<file path="src/rtl/uart_rx_param.sv">
// Parametrised UART receiver: synchronised input, 3-sample majority vote, optional
// parity, one or two stop bits, valid/ready delivery with parity/framing/overrun pulses.
module uart_rx_param #(
    parameter int CLK_FREQ  = 27_000_000,
    parameter int BAUD      = 115_200,
    parameter int DATA_BITS = 8,
    parameter int PARITY    = 0,
    parameter int STOP_BITS = 1
) (
    input  logic                 i_clk,
    input  logic                 i_rst_n,
    input  logic                 i_data,
    input  logic                 i_ready,
    output logic [DATA_BITS-1:0] o_data,
    output logic                 o_valid,
    output logic                 o_parity_err,
    output logic                 o_frame_err,
    output logic                 o_overrun,
    output logic                 o_busy
);

    localparam int D  = (CLK_FREQ + BAUD / 2) / BAUD;
    localparam int CW = $clog2(D);
    localparam logic [CW-1:0] T_START   = CW'(D / 2);
    localparam logic [CW-1:0] T_BIT     = CW'(D - 1);
    localparam logic [3:0]    LAST_DATA = 4'(DATA_BITS - 1);
    localparam logic [3:0]    LAST_STOP = 4'(STOP_BITS - 1);

    typedef enum logic [2:0] {IDLE, START, DATA, PAR, STOP, DONE, WAIT_HIGH} state_e;

    state_e               state_q;
    logic [1:0]           sync_q;
    logic [1:0]           hist_q;
    logic [CW-1:0]        cnt_q;
    logic [3:0]           bit_q;
    logic [DATA_BITS-1:0] sr_q;
    logic                 perr_q;
    logic                 ferr_q;
    logic [DATA_BITS-1:0] data_q;
    logic                 valid_q;
    logic                 parity_err_q;
    logic                 frame_err_q;
    logic                 overrun_q;
    logic                 busy_q;

    logic rx_s;
    logic vote;

    assign rx_s = sync_q[1];
    // hist_q holds rx_s from the two previous cycles, so the vote covers T-2, T-1, T.
    assign vote = (hist_q[1] & hist_q[0]) | (hist_q[1] & rx_s) | (hist_q[0] & rx_s);

    // NOTE: every register here uses non-blocking assignment so all of them
    // update together on the edge, regardless of statement order.
    always_ff @(posedge i_clk) begin
        if (!i_rst_n) begin
            state_q      <= IDLE;
            sync_q       <= 2'b11;
            hist_q       <= 2'b11;
            cnt_q        <= '0;
            bit_q        <= '0;
            sr_q         <= '0;
            perr_q       <= 1'b0;
            ferr_q       <= 1'b0;
            data_q       <= '0;
            valid_q      <= 1'b0;
            parity_err_q <= 1'b0;
            frame_err_q  <= 1'b0;
            overrun_q    <= 1'b0;
            busy_q       <= 1'b0;
        end else begin
            sync_q       <= {sync_q[0], i_data};
            hist_q       <= {hist_q[0], rx_s};
            parity_err_q <= 1'b0;
            frame_err_q  <= 1'b0;
            overrun_q    <= 1'b0;
            if (valid_q && i_ready) valid_q <= 1'b0;

            case (state_q)
                IDLE: begin
                    // The IDLE cycle that first sees the low line counts as 0.
                    if (!rx_s) begin
                        state_q <= START;
                        cnt_q   <= CW'(1);
                        busy_q  <= 1'b1;
                    end
                end
                START: begin
                    if (cnt_q == T_START) begin
                        cnt_q <= '0;
                        if (vote) begin
                            state_q <= IDLE;
                            busy_q  <= 1'b0;
                        end else begin
                            state_q <= DATA;
                            bit_q   <= '0;
                            perr_q  <= 1'b0;
                            ferr_q  <= 1'b0;
                        end
                    end else begin
                        cnt_q <= cnt_q + CW'(1);
                    end
                end
                DATA: begin
                    if (cnt_q == T_BIT) begin
                        cnt_q <= '0;
                        sr_q  <= {vote, sr_q[DATA_BITS-1:1]};
                        if (bit_q == LAST_DATA) begin
                            bit_q   <= '0;
                            state_q <= (PARITY != 0) ? PAR : STOP;
                        end else begin
                            bit_q <= bit_q + 4'd1;
                        end
                    end else begin
                        cnt_q <= cnt_q + CW'(1);
                    end
                end
                PAR: begin
                    if (cnt_q == T_BIT) begin
                        cnt_q   <= '0;
                        perr_q  <= (PARITY == 1) ? ~(^sr_q ^ vote) : (^sr_q ^ vote);
                        state_q <= STOP;
                    end else begin
                        cnt_q <= cnt_q + CW'(1);
                    end
                end
                STOP: begin
                    if (cnt_q == T_BIT) begin
                        cnt_q <= '0;
                        if (!vote) ferr_q <= 1'b1;
                        if (bit_q == LAST_STOP) begin
                            bit_q   <= '0;
                            state_q <= DONE;
                        end else begin
                            bit_q <= bit_q + 4'd1;
                        end
                    end else begin
                        cnt_q <= cnt_q + CW'(1);
                    end
                end
                DONE: begin
                    if (ferr_q) begin
                        frame_err_q <= 1'b1;
                        state_q     <= WAIT_HIGH;
                    end else begin
                        state_q <= IDLE;
                        busy_q  <= 1'b0;
                        if (perr_q) begin
                            parity_err_q <= 1'b1;
                        end else begin
                            data_q    <= sr_q;
                            valid_q   <= 1'b1;
                            overrun_q <= valid_q && !i_ready;
                        end
                    end
                end
                WAIT_HIGH: begin
                    if (rx_s) begin
                        state_q <= IDLE;
                        busy_q  <= 1'b0;
                    end
                end
                default: begin
                    state_q <= IDLE;
                    busy_q  <= 1'b0;
                end
            endcase
        end
    end

    assign o_data       = data_q;
    assign o_valid      = valid_q;
    assign o_parity_err = parity_err_q;
    assign o_frame_err  = frame_err_q;
    assign o_overrun    = overrun_q;
    assign o_busy       = busy_q;

endmodule

</file>
<file path="config.mk">
export PLATFORM = sky130hd
export DESIGN_NAME = uart_rx_param
export DESIGN_NICKNAME = d
export VERILOG_FILES = /design/src/rtl/uart_rx_param.sv
export SDC_FILE = /design/constraint.sdc
export NUM_CORES = 1
export LEC_CHECK = 0
export ABC_AREA = 1
export BUFFER_PORTS_ARGS = -buffer_cell sky130_fd_sc_hd__buf_4
export CORE_ASPECT_RATIO = 1.25
export CORE_MARGIN = 3
export CORE_UTILIZATION = 45
export CTS_CLUSTER_DIAMETER = 150
export DETAILED_ROUTE_END_ITERATION = 12
export REMOVE_ABC_BUFFERS = 1
export SYNTH_ARGS = -nofsm -noshare
export SYNTH_HDL_FRONTEND = slang
export SYNTH_SLANG_ARGS = --single-unit
</file>
<file path="constraint.sdc">
create_clock -name i_clk -period 1.9 [get_ports i_clk]
set_input_delay 0.19 -clock i_clk [delete_from_list [all_inputs] [get_ports i_clk]]
set_output_delay 0.19 -clock i_clk [all_outputs]
set_load 0.01 [all_outputs]
</file>
# Word level (Yosys, flattened, before mapping)
# Index checks and enable logic that the tools add are counted.
# totals
register_bits,42
output_inout_bits,13
input_bits,4
wordCells,111
# classes
n_bitwise,11
reduce_logical,22
n_mux,41
n_eq_ne,21
n_addsub,2
# ops
op,count
two-way mux 3 bit,9
two-way mux 4 bit,6
two-way mux 8 bit,3
"!= test 2 bit, second input constant",12
one-hot mux 8 bit (3 select lines),1
one-hot mux 3 bit (7 select lines),1
two-way mux 1 bit,16
one-hot mux 4 bit (3 select lines),1
AND reduction 5 bit,2
"== test 3 bit, second input constant",3
"adder 8 x 1 -> 8 bit, second input constant",1
"== test 8 x 7 -> 1 bit, second input constant",1
"== test 8 bit, second input constant",1
AND reduction 8 bit,1
parity 8 bit,1
"== test 3 x 2 -> 1 bit, second input constant",2
AND reduction 2 bit,3
AND reduction 6 bit,1
nonzero test 3 bit,2
OR reduction 3 bit,2
NOT 1 bit,5
one-hot mux 1 bit (5 select lines),1
"adder 4 x 1 -> 4 bit, second input constant",1
"== test 4 x 3 -> 1 bit, second input constant",1
14 further kinds,20

# Logic depth before layout (Yosys ltp)
# depth
word_depth,6
depth_mapped,13
mapped_depth_nobuf,13

# Least setup slack after synthesis
# OpenSTA, ideal clock, no wires.
# synth_timing
path_type,register to register
startpoint,reg cnt_q[0]
endpoint,reg ferr_q
setup_ns,0.116
path_slack_ns,0.516
synth_period_minus_slack_ns,1.384
path_buffers,0
arrival_ns,1.268
path_stages_with_launch,11
required_time_ns,1.784
path_cell_list,dfxtp_1 > ha_1 > nand2_1 > nor2_2 > nand2_2 > nand2_2 > nand2_2 > inv_2 > nand2_1 > o21ai_0 > nor2_1
# synth_between
elab_chain_len,3
elab_cells_between_ends,5
classes_between,eq/ne (4); reduce/logical (1)
# synth_rtl
item,line,text
from (decl),34,logic [CW-1:0] cnt_q;
from (signal assigned),101,cnt_q <= cnt_q + CW'(1);
from (signal assigned),115,cnt_q <= cnt_q + CW'(1);
from (signal assigned),124,cnt_q <= cnt_q + CW'(1);
== test 8 bit / == test 8 x 7 -> 1 bit (equally long branches),"128, 89",
!= test 2 bit (no source line),-,
AND reduction 5 bit (no source line) (*),-,
to (signal assigned),64,ferr_q <= 1'b0;
to (signal assigned),98,ferr_q <= 1'b0;
to (signal assigned),130,if (!vote) ferr_q <= 1'b1;
to (decl),38,logic ferr_q;
# Mark *: on every way between the ends. The rest lies on a longest branch, timed or not.
# A chain may end at the register's enable or synchronous reset.

# Worst setup path after layout
# layout_timing
startpoint,reg cnt_q[0]
endpoint,reg bit_q[3]
# layout_between
elab_chain_len,3
elab_cells_between_ends,6
classes_between,eq/ne (5); reduce/logical (1)
# layout_rtl
item,line,text
== test 8 bit / == test 8 x 7 -> 1 bit (equally long branches),"105, 128, 89",
!= test 2 bit (no source line),-,
AND reduction 5 bit (no source line) (*),-,
to (signal assigned),112,bit_q <= bit_q + 4'd1;
to (signal assigned),135,bit_q <= bit_q + 4'd1;
to (decl),35,logic [3:0] bit_q;
# Marks and branches as above.

==> reports/qor.yml <==
drtIter0Drc: 64
finalSetupViolations: 0
critPathLaunchType: "flip-flop"
start_util_pct: 47.5
syn_area_mm2: 0.00230
wire_per_inst_um: 11.1
hold_viol: 0
dp_cells: 403
synth_enable_flop_cells: 0
criticalPathCategory: "flip-flop to flip-flop"
ys_warn_count: 0
finalCritPeriodShare_pct: 81.2
arrival_ns: 1.73
worst-r2r-cell-count: 10
total_power_mw: 3.04
antenna_found_initial: 0
worst-path-max-fanout: 5
worstMarginPinSlew_ns: 0.474
die_h_um: 85.9
grt_pass1_vias: 1921
crit_end: "bit_q[3]"
grt_pass1_wl_um: 8170
cts_setup_buffers: 0
required_ns: 2.09
crit_start: "cnt_q[0]"
clock_latency_ns: 0.29
placementRows: 28
clk_pin_slew_ns: 0.08
drive_gt1_share_pct: 19.7
antenna_cells: 0
holdPathStages: 2
cts_buffers: 5
synth_flop_cell: "dfxtp_1"
timing.rr.start: "cnt_q[0]"
fin_cells: 411
area_growth_pct: 11.3
dieWidth_um: 69.9
cts_resized: 0
r2r_end: "bit_q[3]"
viasPerCell: 4.82
dp_hpwl_um: 3430
io_pins: 17
vias: 1979
grtUsageTotal_pct: 16.6
fin_nets: 358
finClkSkew_ns: 0.00846
routabilityCongestion: 0.894
syn_area_per_cell_um2: 6.92
synth_seq_cells: 42
rsz0062_at_grt: "false"
p_leak_nw: 1.15
ant_nets: 0
synthDistinctLibCells: 33
cts_buffer_depth: 2
status: "complete, no violations"
power_density_mw_per_mm2: 1190
timing.slew.headroom_pct: 68.3
synth-async-reset-ratio_pct: 0
grt_max_degree: 27
maxCapViolations: 0
dieArea_mm2: 0.00600
timing.final.crit_period_ns: 1.54
synth.most_common_cell: "nand2_1"
ctsRootBufferMaster: "clkbuf_8"
reg2reg_slack_ns: 0.36
finalMaxSlewViolations: 0
setup.worst_path.end_class: "flip-flop"
yosysSeqAreaShare_pct: 36.6
setup_tns_ns: 0
synthTopCellsByCount: "nand2_1 (79), dfxtp_1 (42), nor2_1 (41), inv_1 (36), a21oi_1 (26)"
n_fill_cell: 489
final_util_pct: 52.8
vdd_drop_max_v: 0.000505
firstDrtPassIters: 4
synth_top_area_share_pct: 36.6
synth_top_area_cell: "dfxtp_1"
syn_inst: 332
max_freq_ghz: 0.648
core_area_mm2: 0.00483
cts_max_level: 2
cts_tree: "built"
holdBufCountCts: 0
synth_area_leaders: "dfxtp_1 (37%), nand2_1 (13%), nor2_1 (6.7%)"
worstHoldPathType: "input pin to flip-flop"
clkSinkCount: 42
numPortBuffers: 16
routed_wl_um: 4550
grt-ovfl-total: 0
drc: 0
## report_power, final
part           switching, mW  total (mW)  internal, mW
Clock                  0.299       0.692         0.393
Combinational          0.846        1.29         0.446
Sequential            0.0902        1.06         0.968
## kinds of logic after synthesis
logic type      count (synthesis)  synth area share (%)
simple gates                  174                  35.2
compound gates                 53                  13.6
buf+inv                        53                  10.1
flops                          42                  36.6
xor+xnor                        6                  2.29
fa+ha+maj                       4                  2.18
## cells in the final DEF, fill, tap and decap left out, drive strengths merged
cell type  synthesis  final
a211oi             1      1
a21oi             29     29
buf                5     18
bufinv             0      1
clkbuf             2      7
clkinv             2      2
dfxtp             42     42
ha                 4      4
inv               44     44
nand2             93     93
nand3             18     18
nand3b             1      1
nand4              7      7
nor2              47     47
nor3               3      3
nor3b              1      1
nor4               1      1
o211ai             1      1
o21ai             22     22
or2                3      3
xor2               6      6
## worst min-delay path by stage
stage,from,to,slack [ns]
2_1_floorplan,i_rst_n,hist_q[0],0.26
3_3_place_gp,i_data,sync_q[0],0.38
3_5_place_dp,i_data,sync_q[0],0.38
4_1_cts,i_data,sync_q[0],0.07
5_1_grt,i_data,sync_q[0],0.08
6_report,i_data,sync_q[0],0.08
## state kept, by name (all words and copies together) (netlist names)
| signal | count |
|---|---|
| o_valid | 1 |
| sr_q | 8 |
| ferr_q | 1 |
| o_frame_err | 1 |
| bit_q | 4 |
| o_parity_err | 1 |
| o_data | 8 |
| perr_q | 1 |
| cnt_q | 8 |
| sync_q | 2 |
| o_busy | 1 |
| state_q | 3 |
| hist_q | 2 |
| o_overrun | 1 |
## metal layers
| metal | vias to the layer above | wire [um] | track usage [%] |
|---|---|---|---|
| li1 | 1085 | - | - |
| met1 | 871 | 2090 | 19.1 |
| met2 | 15 | 2260 | 30.4 |
| met3 | 8 | 102 | 2.93 |
| met4 | 0 | 90 | 6.62 |
| met5 | - | 0 | 0 |
## cell type report
type	instances	area (um^2)	area share (%)
flip-flops and latches	42	841	32.9
clock buffers	7	76.3	2.99
well taps	60	75.1	2.94
clock inverters	1	30.0	1.18
repair buffers	18	135	5.29
multi-input cells	237	1220	47.8
inverters	46	175	6.86
## worst max-delay path, cell delays in order, from the launching register on
cell     delay [ns]
dfxtp_1        0.38
ha_1           0.20
nand2_1        0.08
nor2_2         0.09
nand2_2        0.12
nand2_2        0.13
nand2_2        0.07
nor2_1         0.18
nand3_1        0.09
nand2_1        0.06
nor2_1         0.03
## stage by stage
step / worst slack, ns / instance area, um^2 / hold slack (ns)
finish: 0.357 / 2550 / 0.0847
global route: 0.186 / 2550 / 0.0790
floorplan: 0.516 / 2240 / 0.259
CTS: 0.355 / 2550 / 0.0716
global placement: 0.401 / 2450 / 0.377
detailed placement: 0.370 / 2450 / 0.381
Note: power is estimated with default switching activity, not from simulation.
